==> config.mk <==
export PLATFORM = sky130hd
export DESIGN_NAME = serial2parallel
export DESIGN_NICKNAME = d
export VERILOG_FILES = /design/src/rtl/serial2parallel.sv
export SDC_FILE = /design/constraint.sdc
export NUM_CORES = 1
export LEC_CHECK = 0
export CAP_MARGIN = 15
export CORE_MARGIN = 2
export CORE_UTILIZATION = 59
export CTS_CLUSTER_DIAMETER = 60
export DETAILED_ROUTE_END_ITERATION = 6
export HOLD_SLACK_MARGIN = 0.15
export PLACE_DENSITY = 0.9
export SKIP_LAST_GASP = 1
export SYNTH_ARGS = -nofsm -noshare
export SYNTH_HDL_FRONTEND = slang
export SYNTH_SLANG_ARGS = --single-unit
==> constraint.sdc <==
create_clock -name clk -period 3.8 [get_ports clk]
set_input_delay 0.76 -clock clk [delete_from_list [all_inputs] [get_ports clk]]
set_output_delay 0.76 -clock clk [all_outputs]
set_load 0.03 [all_outputs]
==> src/rtl/serial2parallel.sv <==
// Serial-to-parallel receiver for the 3-wire (s_clk, s_clr, s_dat) link.
// Synchronises the serial lines, shifts in one frame and strobes the word out.
module serial2parallel #(
  parameter int DATA_BITS      = 16,
  parameter int CODE_ENDIAN    = 1,
  parameter int SYNC_STAGES    = 2,
  parameter int TIMEOUT_CYCLES = 1024
) (
  input  logic                 clk,
  input  logic                 rst,
  input  logic                 s_clk,
  input  logic                 s_clr,
  input  logic                 s_dat,
  output logic [DATA_BITS-1:0] data,
  output logic                 valid,
  output logic                 busy,
  output logic                 frame_err
);

  localparam int CNT_W = $clog2(DATA_BITS);
  localparam int TO_W  = $clog2(TIMEOUT_CYCLES);
  localparam logic [CNT_W-1:0] LAST_BIT = CNT_W'(DATA_BITS - 1);
  localparam logic [TO_W-1:0]  TO_LAST  = TO_W'(TIMEOUT_CYCLES - 1);

  typedef enum logic [1:0] {IDLE, CLEAR, RECV, DONE} state_t;

  state_t state, state_nxt;

  logic [SYNC_STAGES-1:0] clk_sync, clr_sync, dat_sync;
  logic                   clk_s, clr_s, dat_s, clk_s_prev, rise;
  logic [DATA_BITS-1:0]   sr;
  logic [CNT_W-1:0]       bit_cnt;
  logic [TO_W-1:0]        to_cnt;
  logic                   abort;

  function automatic logic [DATA_BITS-1:0] shift_in(input logic [DATA_BITS-1:0] cur,
                                                    input logic b);
    if (CODE_ENDIAN != 0) return {cur[DATA_BITS-2:0], b};
    else                  return {b, cur[DATA_BITS-1:1]};
  endfunction

  // Synchroniser stage: equal-depth chains keep data aligned with its clock edge
  always_ff @(posedge clk) begin
    if (rst) begin
      clk_sync   <= '0;
      clr_sync   <= '0;
      dat_sync   <= '0;
      clk_s_prev <= 1'b0;
    end else begin
      clk_sync   <= {clk_sync[SYNC_STAGES-2:0], s_clk};
      clr_sync   <= {clr_sync[SYNC_STAGES-2:0], s_clr};
      dat_sync   <= {dat_sync[SYNC_STAGES-2:0], s_dat};
      clk_s_prev <= clk_s;
    end
  end

  assign clk_s = clk_sync[SYNC_STAGES-1];
  assign clr_s = clr_sync[SYNC_STAGES-1];
  assign dat_s = dat_sync[SYNC_STAGES-1];
  assign rise  = clk_s & ~clk_s_prev;

  always_ff @(posedge clk) begin
    if (rst) state <= IDLE;
    else     state <= state_nxt;
  end

  // A clear in mid-frame wins over a simultaneous clock rise
  always_comb begin
    state_nxt = state;
    abort     = 1'b0;
    case (state)
      IDLE:  if (clr_s) state_nxt = CLEAR;
      CLEAR: if (!clr_s) state_nxt = RECV;
      RECV: begin
        if (clr_s) begin
          state_nxt = CLEAR;
          abort     = 1'b1;
        end else if (rise) begin
          if (bit_cnt == LAST_BIT) state_nxt = DONE;
        end else if (to_cnt == TO_LAST) begin
          state_nxt = IDLE;
          abort     = 1'b1;
        end
      end
      DONE:    state_nxt = clr_s ? CLEAR : IDLE;
      default: state_nxt = IDLE;
    endcase
  end

  // Frame stage: shift register, counters and output word
  always_ff @(posedge clk) begin
    if (rst) begin
      sr        <= '0;
      bit_cnt   <= '0;
      to_cnt    <= '0;
      data      <= '0;
      valid     <= 1'b0;
      frame_err <= 1'b0;
    end else begin
      valid     <= (state == DONE);
      frame_err <= abort;
      case (state)
        CLEAR: begin
          sr      <= '0;
          bit_cnt <= '0;
          to_cnt  <= '0;
        end
        RECV: begin
          if (!clr_s) begin
            if (rise) begin
              sr      <= shift_in(sr, dat_s);
              bit_cnt <= bit_cnt + CNT_W'(1);
              to_cnt  <= '0;
            end else begin
              to_cnt  <= to_cnt + TO_W'(1);
            end
          end
        end
        DONE:    data <= sr;
        default: ;
      endcase
    end
  end

  assign busy = (state == CLEAR) || (state == RECV);

endmodule

==> flow_summary.yaml, run 1 <==
clock_tree:
  cts.repair.resized: 0
  cts_setup_buffers: 0
  cts_root_buf: "clkbuf_8"
  htree_num_levels: 3
  cts_max_path_buffers: 2
  clkLatencyLatePin_ps: 340
  cts_buffers: 9
  clk_pin_slew_worst_paths_ps: 60
  holdBufCountCts: 0
  cts_tree: "built"
  cts_num_sinks: 57
power:
  pwr-share-comb_pct: 15.0
  worst_ir_drop_vdd_v: 0.000373
  power.leakage_nw: 0.915
  p_clk_share_pct: 39.3
  p_sw_share_pct: 27.1
  p_sw_mw: 0.367
  seqPwrFrac_pct: 45.7
  internal_power_mw: 0.988
  power.density_nw_per_um2: 506
floorplan:
  ios: 24
  dieHeight_um: 66.3
  dieArea_um2: 4390
  core_area_um2: 3690
  dieWidth_um: 66.3
  rows: 22
  start_util_pct: 62.0
setup_path:
  arrival_ps: 1760
  reg2reg_slack_ps: 1660
  required_ps: 3040
  startpoint_type: "flip-flop"
  criticalPathCategory: "reg2out"
  cp-end-kind: "output pin"
  cp_max_fo: 4
grt:
  antenna_found_initial: 0
  grt_pass1_wl_um: 7740
  grt_pass1_vias: 1692
  grt-ovfl-total: 0
  grt_max_degree: 59
  track_usage_pct: 24.1
synth:
  synth_top_family_by_area: "simple AND/OR/NAND/NOR gates"
  syn_nets: 239
  netlist_area_um2: 2290
  synthXorXnorAreaFrac_pct: 0.766
  postSynthCellCount: 228
  ys.flop_type: "dfxtp_1"
  ys_types: 47
  synth_top_cell_by_area: "dfxtp_1"
  synth_area_leaders: "dfxtp_1 50%, mux2i_1 7.4%, nor2_1 6.2%"
  synthAdderAreaFrac_pct: 3.28
  yosys.area_share.simple_pct: 19.4
  ys_seq_area_share_pct: 49.9
  synthArstFlopShare_pct: 0
  synth-seq-cells: 57
  avgSynthCellArea_um2: 10.0
  muxShareOfSynthArea_pct: 7.93
  ys_warn_count: 0
  synth_most_common_cell: "dfxtp_1"
  synth_edf_count: 0
  synth_compound_area_share_pct: 14.5
  synth_top_cell_area_share_pct: 49.9
  synth_common_cells: "57 x dfxtp_1, 38 x nor2_1, 18 x a22oi_1, 17 x mux2i_1, 10 x nor2b_1"
place:
  port_buffers: 23
  globalplace.congestion: 0.856
  place_hpwl_um: 2740
hold_path:
  hp-class: "reg2reg"
job:
  drv_cap: 0
sta:
  fin_setup_tns_ps: 0
  min_period_ps: 2520
  worst_hold_slack_ps: 443
  fmax_ghz: 0.398
  worst_slew_pin_slew_ps: 1070
  rsz0062_at_grt: "no"
  setup_violations: 0
  skew_ps: 6.54
  hold_viol_final: 0
  finalCritPeriodShare_pct: 66.2
  slew_headroom_pct: 28.4
  slew_viol_final: 0
finish:
  drive_gt1_share_pct: 10.3
  fillers: 261
  seqCellArea_um2: 1140
  nets: 259
  n_antenna_cell: 0
  multi_input_area_um2: 1050
  area_growth_pct: 17.0
routing:
  drc: 0
  wire_per_inst_um: 15.6
  final_antenna_net_count: 0
  first_pass_iters: 5
  viasPerCell: 5.79
  routed_wl_um: 4690
  first_iter_violations: 143
  vias: 1742
outcome:
  status: "finished, final reports clean"
[cells by family (layout without fill, tap and decap cells)]
| kind of cell | count (synthesis) | count (layout) |
|---|---|---|
| muxes | 18 | 18 |
| buffers and inverters | 16 | 41 |
| AOI/OAI and AO/OA | 45 | 45 |
| and+or+nand+nor | 84 | 84 |
| adders and majority gates | 6 | 6 |
| DFF | 57 | 57 |
| xor gates and xnor gates | 2 | 2 |
[placed cells by master (no fill, tap or decap), types with 6 or more instances in the layout]
cell / netlist / routed
nor3_1: 6 / 6
nor2_1: 38 / 38
ha_1: 6 / 6
mux2i_1: 17 / 17
nand2_1: 6 / 6
a21oi_1: 7 / 7
dfxtp_1: 57 / 57
a22oi_1: 18 / 18
clkbuf_8: 1 / 13
clkdlybuf4s50_1: 0 / 22
nor2b_1: 10 / 10
[stage by stage]
step	setup slack, ps	power (mW)	cells	util, %	cell area (um^2)
4_1_cts	1270	1.36	301	72.5	2680
5_1_grt	1210	1.40	301	72.5	2680
6_report	1280	1.35	301	72.5	2680
3_5_place_dp	1650	0.833	285	67.3	2480
3_3_place_gp	1680	0.826	285	67.3	2480
2_1_floorplan	2190	0.793	228	-	2290
[state kept, by name (all words and copies together) (netlist names)]
name / count
bit_cnt: 4
clk_s_prev: 1
clk_sync: 2
clr_sync: 2
dat_sync: 2
data: 16
frame_err: 1
sr: 16
state: 2
to_cnt: 10
valid: 1
[final cells by class]
cell class	instances	area share [%]
sequential	57	42.7
clock buffer	14	6.83
timing repair buffer	23	8.42
multi-input combinational	155	39.2
tap	48	2.25
clock inverter	2	0.374
inverter	2	0.281
[power groups by stage]
stage	sequential (mW)	combinational, mW	clock (mW)
floorplan	0.630	0.163	0
detailed placement	0.632	0.202	0
global route	0.621	0.218	0.564
finish	0.619	0.204	0.532
CTS	0.619	0.204	0.533
global placement	0.631	0.196	0
[per-layer routing]
layer	share of wire [%]	routed length (um)	track usage (%)
met1	44	2050	27.6
met2	50	2360	39.3
met3	3.6	171	10.7
met4	2.3	106	9.69
met5	0	0	0
[path summary, 6_finish.rpt]
| kind | startpoint | endpoint | cells after the start |
|---|---|---|---|
| worst max-delay path | state[0] | busy | 3 |
| worst min-delay path | clk_sync[0] | clk_sync[1] | 1 |
| worst max register to register | state[0] | to_cnt[9] | 6 |
| worst min register to register | clk_sync[0] | clk_sync[1] | 1 |
[critical path, stage by stage, from the launching register on]
cell,delay [ps]
dfxtp_1,370
inv_1,110
ha_1,290
clkdlybuf4s50_1,660
(Power assumes the default switching activity.)
==> run 2, diff against run 1 <==
Settings changed: CORE_UTILIZATION 59 to 50, PLACE_DENSITY 0.9 to 0.82.
Clock period 3.8 ns to 2.16 ns, I/O delays scaled along.
==> flow_summary.yaml, run 2 (same netlist as run 1, synthesis figures left out) <==
outcome:
  status: "finished, final reports clean"
routing:
  wire_per_inst_um: 14.2
  routed_wl_um: 4400
  first_iter_violations: 112
  viasPerCell: 5.65
  first_pass_iters: 4
  final_antenna_net_count: 0
  vias: 1747
  drc: 0
clock_tree:
  clk_pin_slew_worst_paths_ps: 60
  cts_max_path_buffers: 2
  cts_root_buf: "clkbuf_8"
  htree_num_levels: 3
  clkLatencyLatePin_ps: 330
  cts_buffers: 9
  cts_num_sinks: 57
  cts_tree: "built"
floorplan:
  core_area_um2: 4380
  rows: 24
  dieWidth_um: 71.6
  ios: 24
  dieHeight_um: 71.6
  dieArea_um2: 5130
  start_util_pct: 52.2
finish:
  final_cell_area_um2: 2740
  largestRegisters: "data x16, sr x16, to_cnt x10"
  fillers: 357
  final_util_pct: 62.6
  nets: 263
  n_antenna_cell: 0
  area_growth_pct: 19.9
  drive_gt1_share_pct: 12.5
  layout_common_cells: "57 x dfxtp_1, 38 x nor2_1, 21 x clkdlybuf4s50_1, 18 x a22oi_1, 17 x mux2i_1"
  layout_commonest_cell: "dfxtp_1"
power:
  seqPwrFrac_pct: 43.1
  internal_power_mw: 1.85
  power.density_nw_per_um2: 921
  power.total_mw: 2.53
  worst_ir_drop_vdd_v: 0.000733
  power.leakage_nw: 0.948
  p_sw_mw: 0.677
  p_clk_share_pct: 42.8
  pwr-share-comb_pct: 14.2
  p_sw_share_pct: 26.8
grt:
  antenna_found_initial: 0
  grt-ovfl-total: 0
  grt_pass1_wl_um: 7540
  track_usage_pct: 19.1
  grt_max_degree: 45
  grt_pass1_vias: 1704
sta:
  slew_headroom_pct: 68.1
  hold_viol_final: 0
  layout_setup_ws_ps: 237
  min_period_ps: 1920
  worst_slew_pin_slew_ps: 477
  fmax_ghz: 0.520
  rsz0062_at_grt: "no"
  fin_setup_tns_ps: 0
  setup_violations: 0
  finalCritPeriodShare_pct: 89.0
  skew_ps: 6.71
  slew_viol_final: 0
setup_path:
  criticalPathCategory: "reg2out"
  crit_chain: "inv_1 -> ha_1 -> dlygate4sd2_1"
  timing.rr.start: "state[0]"
  cp-end-kind: "output pin"
  required_ps: 1730
  cp_max_fo: 5
  cp_num_buf_inv: 2
  crit_slowest_cell: "dfxtp_1"
  startpoint: "state[1]"
  arrival_ps: 1490
  startpoint_type: "flip-flop"
  max_stage_delay_ps: 400
  path_delay_family: "buffers and inverters"
place:
  port_buffers: 23
  globalplace.congestion: 0.852
  dp_slack_ps: 129
  place_hpwl_um: 2760
  place_area_um2: 2520
job:
  drv_cap: 0
hold_path:
  hp-class: "reg2reg"
  hp-start: "dat_sync[0]"
## run 2: worst paths after layout
check,to,depth (start not counted),slack [ps]
max reg2reg,to_cnt[5],6,250
min,dat_sync[1],1,440
min reg2reg,dat_sync[1],1,440
max,busy,3,240
## run 2: cell type report
class                           instances  area (um^2)  area share [%]
Multi-Input combinational cell        155         1060            38.5
Timing Repair Buffer                   27          254            9.26
Tap cell                               52         65.1            2.37
Clock inverter                          7         95.1            3.47
Sequential cell                        57         1140            41.6
Clock buffer                            9          124            4.52
Inverter                                2         7.51           0.274
## run 2: power by group through the flow
stage | Combinational (mW) | Sequential [mW] | Clock, mW
2_1_floorplan | 0.287 | 1.11 | 0
3_3_place_gp | 0.352 | 1.11 | 0
3_5_place_dp | 0.355 | 1.11 | 0
4_1_cts | 0.349 | 1.09 | 1.10
5_1_grt | 0.397 | 1.09 | 1.15
6_report | 0.358 | 1.09 | 1.08
## run 2: what timing repair did
item / in CTS / in global routing
cloned: 0 / 0
setup buffers: 0 / 0
setup endpoints to repair: 1 / 1
resized for setup: 1 / 2
hold buffers: 0 / 0
## run 2: metrics by stage
stage,hold WS [ps],instances
after CTS,435,309
after floorplan,414,228
after global placement,417,293
after global routing,457,309
final,444,309
after detailed placement,422,293
## run 2: routing by layer
metal | vias up | wire [um] | global-route usage, %
met5 | - | 0 | 0
met4 | 0 | 63 | 8.18
met3 | 9 | 277 | 7.17
met2 | 56 | 2080 | 30.0
met1 | 815 | 1970 | 23.5
li1 | 867 | - | -
